[src/rtl/drain_pkg.sv]
// Shared types and default widths for the stack drain controller.
package drain_pkg;

    localparam int N_DEF  = 8;
    localparam int CW_DEF = 14;

    typedef enum logic [2:0] {
        IDLE,
        POP,
        WAIT,
        HOLD,
        DONE
    } drain_state_e;

endpackage

[src/rtl/stack_drain_ctrl_if.sv]
// Stack-side pop port and valid/ready output stream of the drain controller.
interface stack_drain_ctrl_if #(
    parameter int N = drain_pkg::N_DEF
);
    logic         stk_empty;
    logic [N-1:0] stk_data;
    logic         stk_pop;
    logic [N-1:0] out_data;
    logic         out_valid;
    logic         out_ready;

    modport master (
        input  stk_empty,
        input  stk_data,
        output stk_pop,
        output out_data,
        output out_valid,
        input  out_ready
    );

    modport slave (
        output stk_empty,
        output stk_data,
        input  stk_pop,
        input  out_data,
        input  out_valid,
        output out_ready
    );
endinterface

[src/rtl/stack_drain_ctrl_item_counter.sv]
// Delivered-word counter with synchronous clear/increment and the drain limit compare.
module item_counter #(
    parameter int CW = drain_pkg::CW_DEF
) (
    input  logic          clk,
    input  logic          rst,
    input  logic          i_clr,
    input  logic          i_inc,
    input  logic [CW-1:0] i_limit,
    output logic [CW-1:0] o_count,
    output logic          o_at_limit
);

    logic [CW-1:0] r_count;
    logic [CW-1:0] r_limit;
    logic [CW-1:0] w_count_inc;

    assign w_count_inc = r_count + 1'b1;

    always_ff @(posedge clk or negedge rst) begin
        if (!rst) begin
            r_count <= '0;
            r_limit <= '0;
        end else if (i_clr) begin
            r_count <= '0;
            r_limit <= i_limit;
        end else if (i_inc) begin
            r_count <= w_count_inc;
        end
    end

    // True when the handshake now in progress brings the count up to the limit.
    assign o_at_limit = (r_limit != '0) && (w_count_inc == r_limit);
    assign o_count    = r_count;

endmodule

[src/rtl/stack_drain_ctrl.sv]
// Pops a LIFO stack until empty and streams each word out on valid/ready.
// Optional macro DRAIN_LIMIT_EN adds a limit port that can end the drain early.
//
// state | meaning
// IDLE  | waiting for start
// POP   | stk_pop issued for one cycle
// WAIT  | popped word captured into out_data
// HOLD  | out_valid high until the sink accepts
// DONE  | one-cycle done pulse
module stack_drain_ctrl
    import drain_pkg::*;
#(
    parameter int N  = N_DEF,
    parameter int CW = CW_DEF
) (
    input  logic                clk,
    input  logic                rst,
    input  logic                start,
`ifdef DRAIN_LIMIT_EN
    input  logic [CW-1:0]       limit,
`endif
    stack_drain_ctrl_if.master  bus,
    output logic                busy,
    output logic                done,
    output logic [CW-1:0]       count
);

    drain_state_e  r_state;
    drain_state_e  w_next;
    logic [N-1:0]  r_out_data;
    logic          w_clr;
    logic          w_inc;
    logic          w_at_limit;
    logic [CW-1:0] w_limit;

`ifdef DRAIN_LIMIT_EN
    assign w_limit = limit;
`else
    assign w_limit = '0;
`endif

    always_ff @(posedge clk or negedge rst) begin
        if (!rst) begin
            r_state    <= IDLE;
            r_out_data <= '0;
        end else begin
            r_state <= w_next;
            if (r_state == WAIT) begin
                r_out_data <= bus.stk_data;
            end
        end
    end

    always_comb begin
        w_next        = r_state;
        bus.stk_pop   = 1'b0;
        bus.out_valid = 1'b0;
        busy          = 1'b1;
        done          = 1'b0;
        w_clr         = 1'b0;
        w_inc         = 1'b0;
        case (r_state)
            IDLE: begin
                busy = 1'b0;
                if (start) begin
                    w_clr  = 1'b1;
                    w_next = bus.stk_empty ? DONE : POP;
                end
            end
            POP: begin
                bus.stk_pop = 1'b1;
                w_next      = WAIT;
            end
            WAIT: w_next = HOLD;
            HOLD: begin
                bus.out_valid = 1'b1;
                if (bus.out_ready) begin
                    w_inc  = 1'b1;
                    w_next = (bus.stk_empty || w_at_limit) ? DONE : POP;
                end
            end
            DONE: begin
                done   = 1'b1;
                w_next = IDLE;
            end
            default: w_next = IDLE;
        endcase
    end

    assign bus.out_data = r_out_data;

    item_counter #(.CW(CW)) u_item_counter (
        .clk        (clk),
        .rst        (rst),
        .i_clr      (w_clr),
        .i_inc      (w_inc),
        .i_limit    (w_limit),
        .o_count    (count),
        .o_at_limit (w_at_limit)
    );

endmodule

[src/flat_wrapper.sv]
// flat-port wrapper written by rule: the top's interface ports become plain ports
module stack_drain_ctrl_flat import drain_pkg::*;
#(
    parameter int N  = N_DEF,
    parameter int CW = CW_DEF
)
  (clk, rst, start, busy, done, count, bus_stk_empty, bus_stk_data, bus_stk_pop, bus_out_data, bus_out_valid, bus_out_ready);
  stack_drain_ctrl_if #(.N(N)) bus_i ();
  input  logic clk;
  input  logic rst;
  input  logic start;
  output logic busy;
  output logic done;
  output logic [CW-1:0] count;
  input wire logic [$bits(bus_i.stk_empty)-1:0] bus_stk_empty;
  input wire logic [$bits(bus_i.stk_data)-1:0] bus_stk_data;
  output wire logic [$bits(bus_i.stk_pop)-1:0] bus_stk_pop;
  output wire logic [$bits(bus_i.out_data)-1:0] bus_out_data;
  output wire logic [$bits(bus_i.out_valid)-1:0] bus_out_valid;
  input wire logic [$bits(bus_i.out_ready)-1:0] bus_out_ready;
  assign bus_i.stk_empty = bus_stk_empty;
  assign bus_i.stk_data = bus_stk_data;
  assign bus_stk_pop = bus_i.stk_pop;
  assign bus_out_data = bus_i.out_data;
  assign bus_out_valid = bus_i.out_valid;
  assign bus_i.out_ready = bus_out_ready;
  stack_drain_ctrl #(.N(N), .CW(CW)) u_core (.clk(clk), .rst(rst), .start(start), .bus(bus_i), .busy(busy), .done(done), .count(count));
endmodule
[config.mk]
export PLATFORM = sky130hd
export DESIGN_NAME = stack_drain_ctrl_flat
export DESIGN_NICKNAME = d
export VERILOG_FILES = /design/src/rtl/drain_pkg.sv /design/src/rtl/stack_drain_ctrl_if.sv /design/src/rtl/stack_drain_ctrl_item_counter.sv /design/src/rtl/stack_drain_ctrl.sv /design/src/flat_wrapper.sv
export SDC_FILE = /design/constraint.sdc
export NUM_CORES = 1
export LEC_CHECK = 0
export ABC_AREA = 1
export CAP_MARGIN = 20
export CORE_ASPECT_RATIO = 1.2
export CORE_MARGIN = 3
export CORE_UTILIZATION = 42
export DETAILED_ROUTE_END_ITERATION = 10
export GPL_TIMING_DRIVEN = 0
export MAX_ROUTING_LAYER = met4
export PLACE_DENSITY = 0.75
export SLEW_MARGIN = 20
export SYNTH_ARGS = -nofsm -noshare
export SYNTH_HDL_FRONTEND = slang
export SYNTH_SLANG_ARGS = --single-unit
export TNS_END_PERCENT = 30
[constraint.sdc]
create_clock -name clk -period 1.1 [get_ports clk]
set_input_delay 0.22 -clock clk [delete_from_list [all_inputs] [get_ports clk]]
set_output_delay 0.22 -clock clk [all_outputs]
set_load 0.01 [all_outputs]
==> qor.yml <==
outcome: "finished, violations left"
violations: "setup timing"
clockBufferDepth: 2
worstSetupStartpointType: "register"
fin_crit_sh_pct: 126
ant_nets: 0
dpl.hpwl_um: 2230
slowest_stage: "dfrtp_1"
netlist_instances: 168
fillCellCount: 253
p_int_w: 0.00240
power_switching_w: 0.00168
synth.avg_cell_area_um2: 7.86
setup_ws_ns: -0.288
place_worst_setup_slack_ns: -0.579
vias_per_cell: 5.08
swShare_pct: 41.2
die_w_um: 57.2
p_leak_nw: 1.06
wl_met2_um: 1800
slowest_delay_ns: 0.42
setup_tns_ns: -5.76
wl_met3_um: 208
fin_skew_ns: 0.0184
synth-seq-cells: 25
tightestPinTransition_ns: 0.564
cts_buffers: 3
crit_arrival_ns: 1.17
crit_buf_inv: 2
synth_cell_types: 21
wl_um: 3460
clkTransAtPathRegs_ns: 0.16
period_minus_slack_ns: 1.39
htree_levels: 1
synth_fp_nets: 183
groute.usage.overall_pct: 18.4
hold_viol: 0
worstSetupPathType: "register to output pin"
path_max_fanout: 5
crit_family: "flip-flops"
antenna_found_initial: 0
rsz0062_at_grt: "true"
diodes: 0
dr.pass1.iters: 4
io_buffers: 38
yosysSeqAreaShare_pct: 47.3
drcViolationCount: 0
final_cell_mix: "49 x nand2_1, 24 x buf_2, 23 x buf_4, 23 x dfrtp_1, 17 x nor2_1"
vias: 1387
die_h_um: 67.4
initial_utilization_pct: 45.7
p_seq_share_pct: 33.3
comb_power_share_pct: 55.9
fp.coreArea_um2: 2890
powerDensity_nw_per_um2: 2040
grt_overflow: 0
routabilityCongestion: 0.779
pin_count: 39
syn-cell-area_um2: 1320
grt_first_pass_wirelength_um: 5450
row_count: 21
crit_required_ns: 0.88
finish.instance_area_um2: 2000
max-vdd-ir-drop_mv: 1.63
cp_cell_sequence: "inv_2 > nand2_2 > nor2_4 > buf_6"
ys_warn_count: 0
final_util_pct: 69.1
wl_met1_um: 1410
top_layer_used: "met4"
clockRootBuffer: "clkbuf_4"
layout-drive-gt1-share_pct: 41.0
dpl_cell_area_um2: 1750
grt_pass1_vias: 1347
fmax_ghz: 0.720
slew_viol_final: 0
clk_latency_ns: 0.33
drt_iter0_markers: 24
clkPwrFrac_pct: 10.8
min_path_type: "input port to asynchronous set/reset pin"
wl_per_cell_um: 12.7
setup_viol: 42
endpoint_kind: "output pin"
cts_tree: "built"
final_common_cell: "nand2_1"
dieArea_um2: 3860
fin_nets: 255
grt_max_degree: 26
cap_violations: 0
clkSinkCount: 25
syn2layout_area_growth_pct: 51.2
maxSlewHeadroom_pct: 62.4
==> Yosys cell counts <==
master | instances | share of area (%)
a21oi_1 | 12 | 4.5
buf_6 | 1 | 0.85
clkbuf_8 | 1 | 1.0
dfrtp_1 | 25 | 47
ha_1 | 2 | 1.9
inv_1 | 14 | 4.0
inv_2 | 3 | 0.85
nand2_1 | 56 | 16
nand2_4 | 1 | 0.85
nand3_1 | 11 | 4.2
nand3_2 | 3 | 2.3
nand3b_1 | 1 | 0.57
nand4_1 | 2 | 0.95
nand4_4 | 2 | 3.2
nor2_1 | 25 | 7.1
nor2_2 | 1 | 0.47
nor3_1 | 1 | 0.38
nor3_4 | 1 | 1.2
o21ai_0 | 4 | 1.5
o21ai_1 | 1 | 0.38
or2_1 | 1 | 0.47
==> power by group through the flow <==
stage	combinational, W	sequential [W]	clock [W]
finish	0.00228	0.00136	0.000441
global route	0.00250	0.00139	0.000491
CTS	0.00174	0.00133	0.000452
floorplan	0.000874	0.00145	0
detailed placement	0.00168	0.00139	0
global placement	0.00162	0.00139	0
==> metal layers <==
layer / global-route usage (%) / vias up
li1: - / 673
met1: 19.1 / 657
met2: 35.1 / 49
met3: 2.29 / 8
met4: 6.96 / 0
met5: - / -
==> timing repair <==
item / 4_1_cts / 5_1_grt
cloned: 0 / 1
pin swaps: 6 / 10
buffers inserted: 21 / 6
hold buffers: 0 / 1
hold endpoints to repair: 0 / 25
setup endpoints to repair: 76 / 51
resized for setup: 112 / 29
==> per-stage QoR <==
step	std cells	hold slack (ns)	power (W)
2_1_floorplan	168	-0.0756	0.00232
3_3_place_gp	240	0.459	0.00301
3_5_place_dp	240	0.462	0.00307
4_1_cts	265	0.228	0.00352
5_1_grt	273	0.408	0.00438
6_report	273	0.385	0.00408
==> final timing paths <==
check / startpoint / endpoint / slack [ns] / cells after the start
min reg2reg: u_core.bus.out_data[1] / u_core.bus.out_data[1] / 0.50 / 2
max: u_core.r_state[2] / bus_stk_pop / -0.29 / 4
max in group asynchronous: rst / u_core.r_state[1] / 0.29 / 2
min in group clk: bus_stk_data[3] / u_core.bus.out_data[3] / 0.40 / 3
max reg2reg: u_core.r_state[2] / u_core.u_item_counter.o_count[12] / -0.24 / 8
min: rst / u_core.u_item_counter.o_count[4] / 0.38 / 2
==> area by class of cell <==
class	instances	area, um^2	share of cell area [%]
plain buffers	2	28.8	1.44
clock buffers	3	22.5	1.13
clock inverters	1	7.51	0.376
inverters	17	71.3	3.57
multi-input cells	124	681	34.1
flip-flops and latches	25	628	31.4
well taps	34	42.5	2.13
repair buffers	67	517	25.9
==> worst register-to-register path, cell delays in order, from the launching register on <==
cell	delay, ns
dfrtp_1	0.42
inv_2	0.12
buf_4	0.16
nand4_4	0.14
nand2_4	0.14
buf_8	0.12
nand3_2	0.06
nand2_1	0.06
nor2_1	0.04
==> cell families (layout without fill, tap and decap cells) <==
group,after synthesis,after routing,share of synthesized area [%]
compound gates,17,17,6.44
fa+ha+maj,2,2,1.89
buf+inv,19,90,6.72
flops,25,25,47.3
simple gates,105,105,37.6
==> sequential cells by signal (all words and copies together) (netlist names) <==
name / cells
u_core.u_item_counter.o_count: 14
u_core.bus.out_data: 8
u_core.r_state: 3
(Power assumes the default switching activity.)
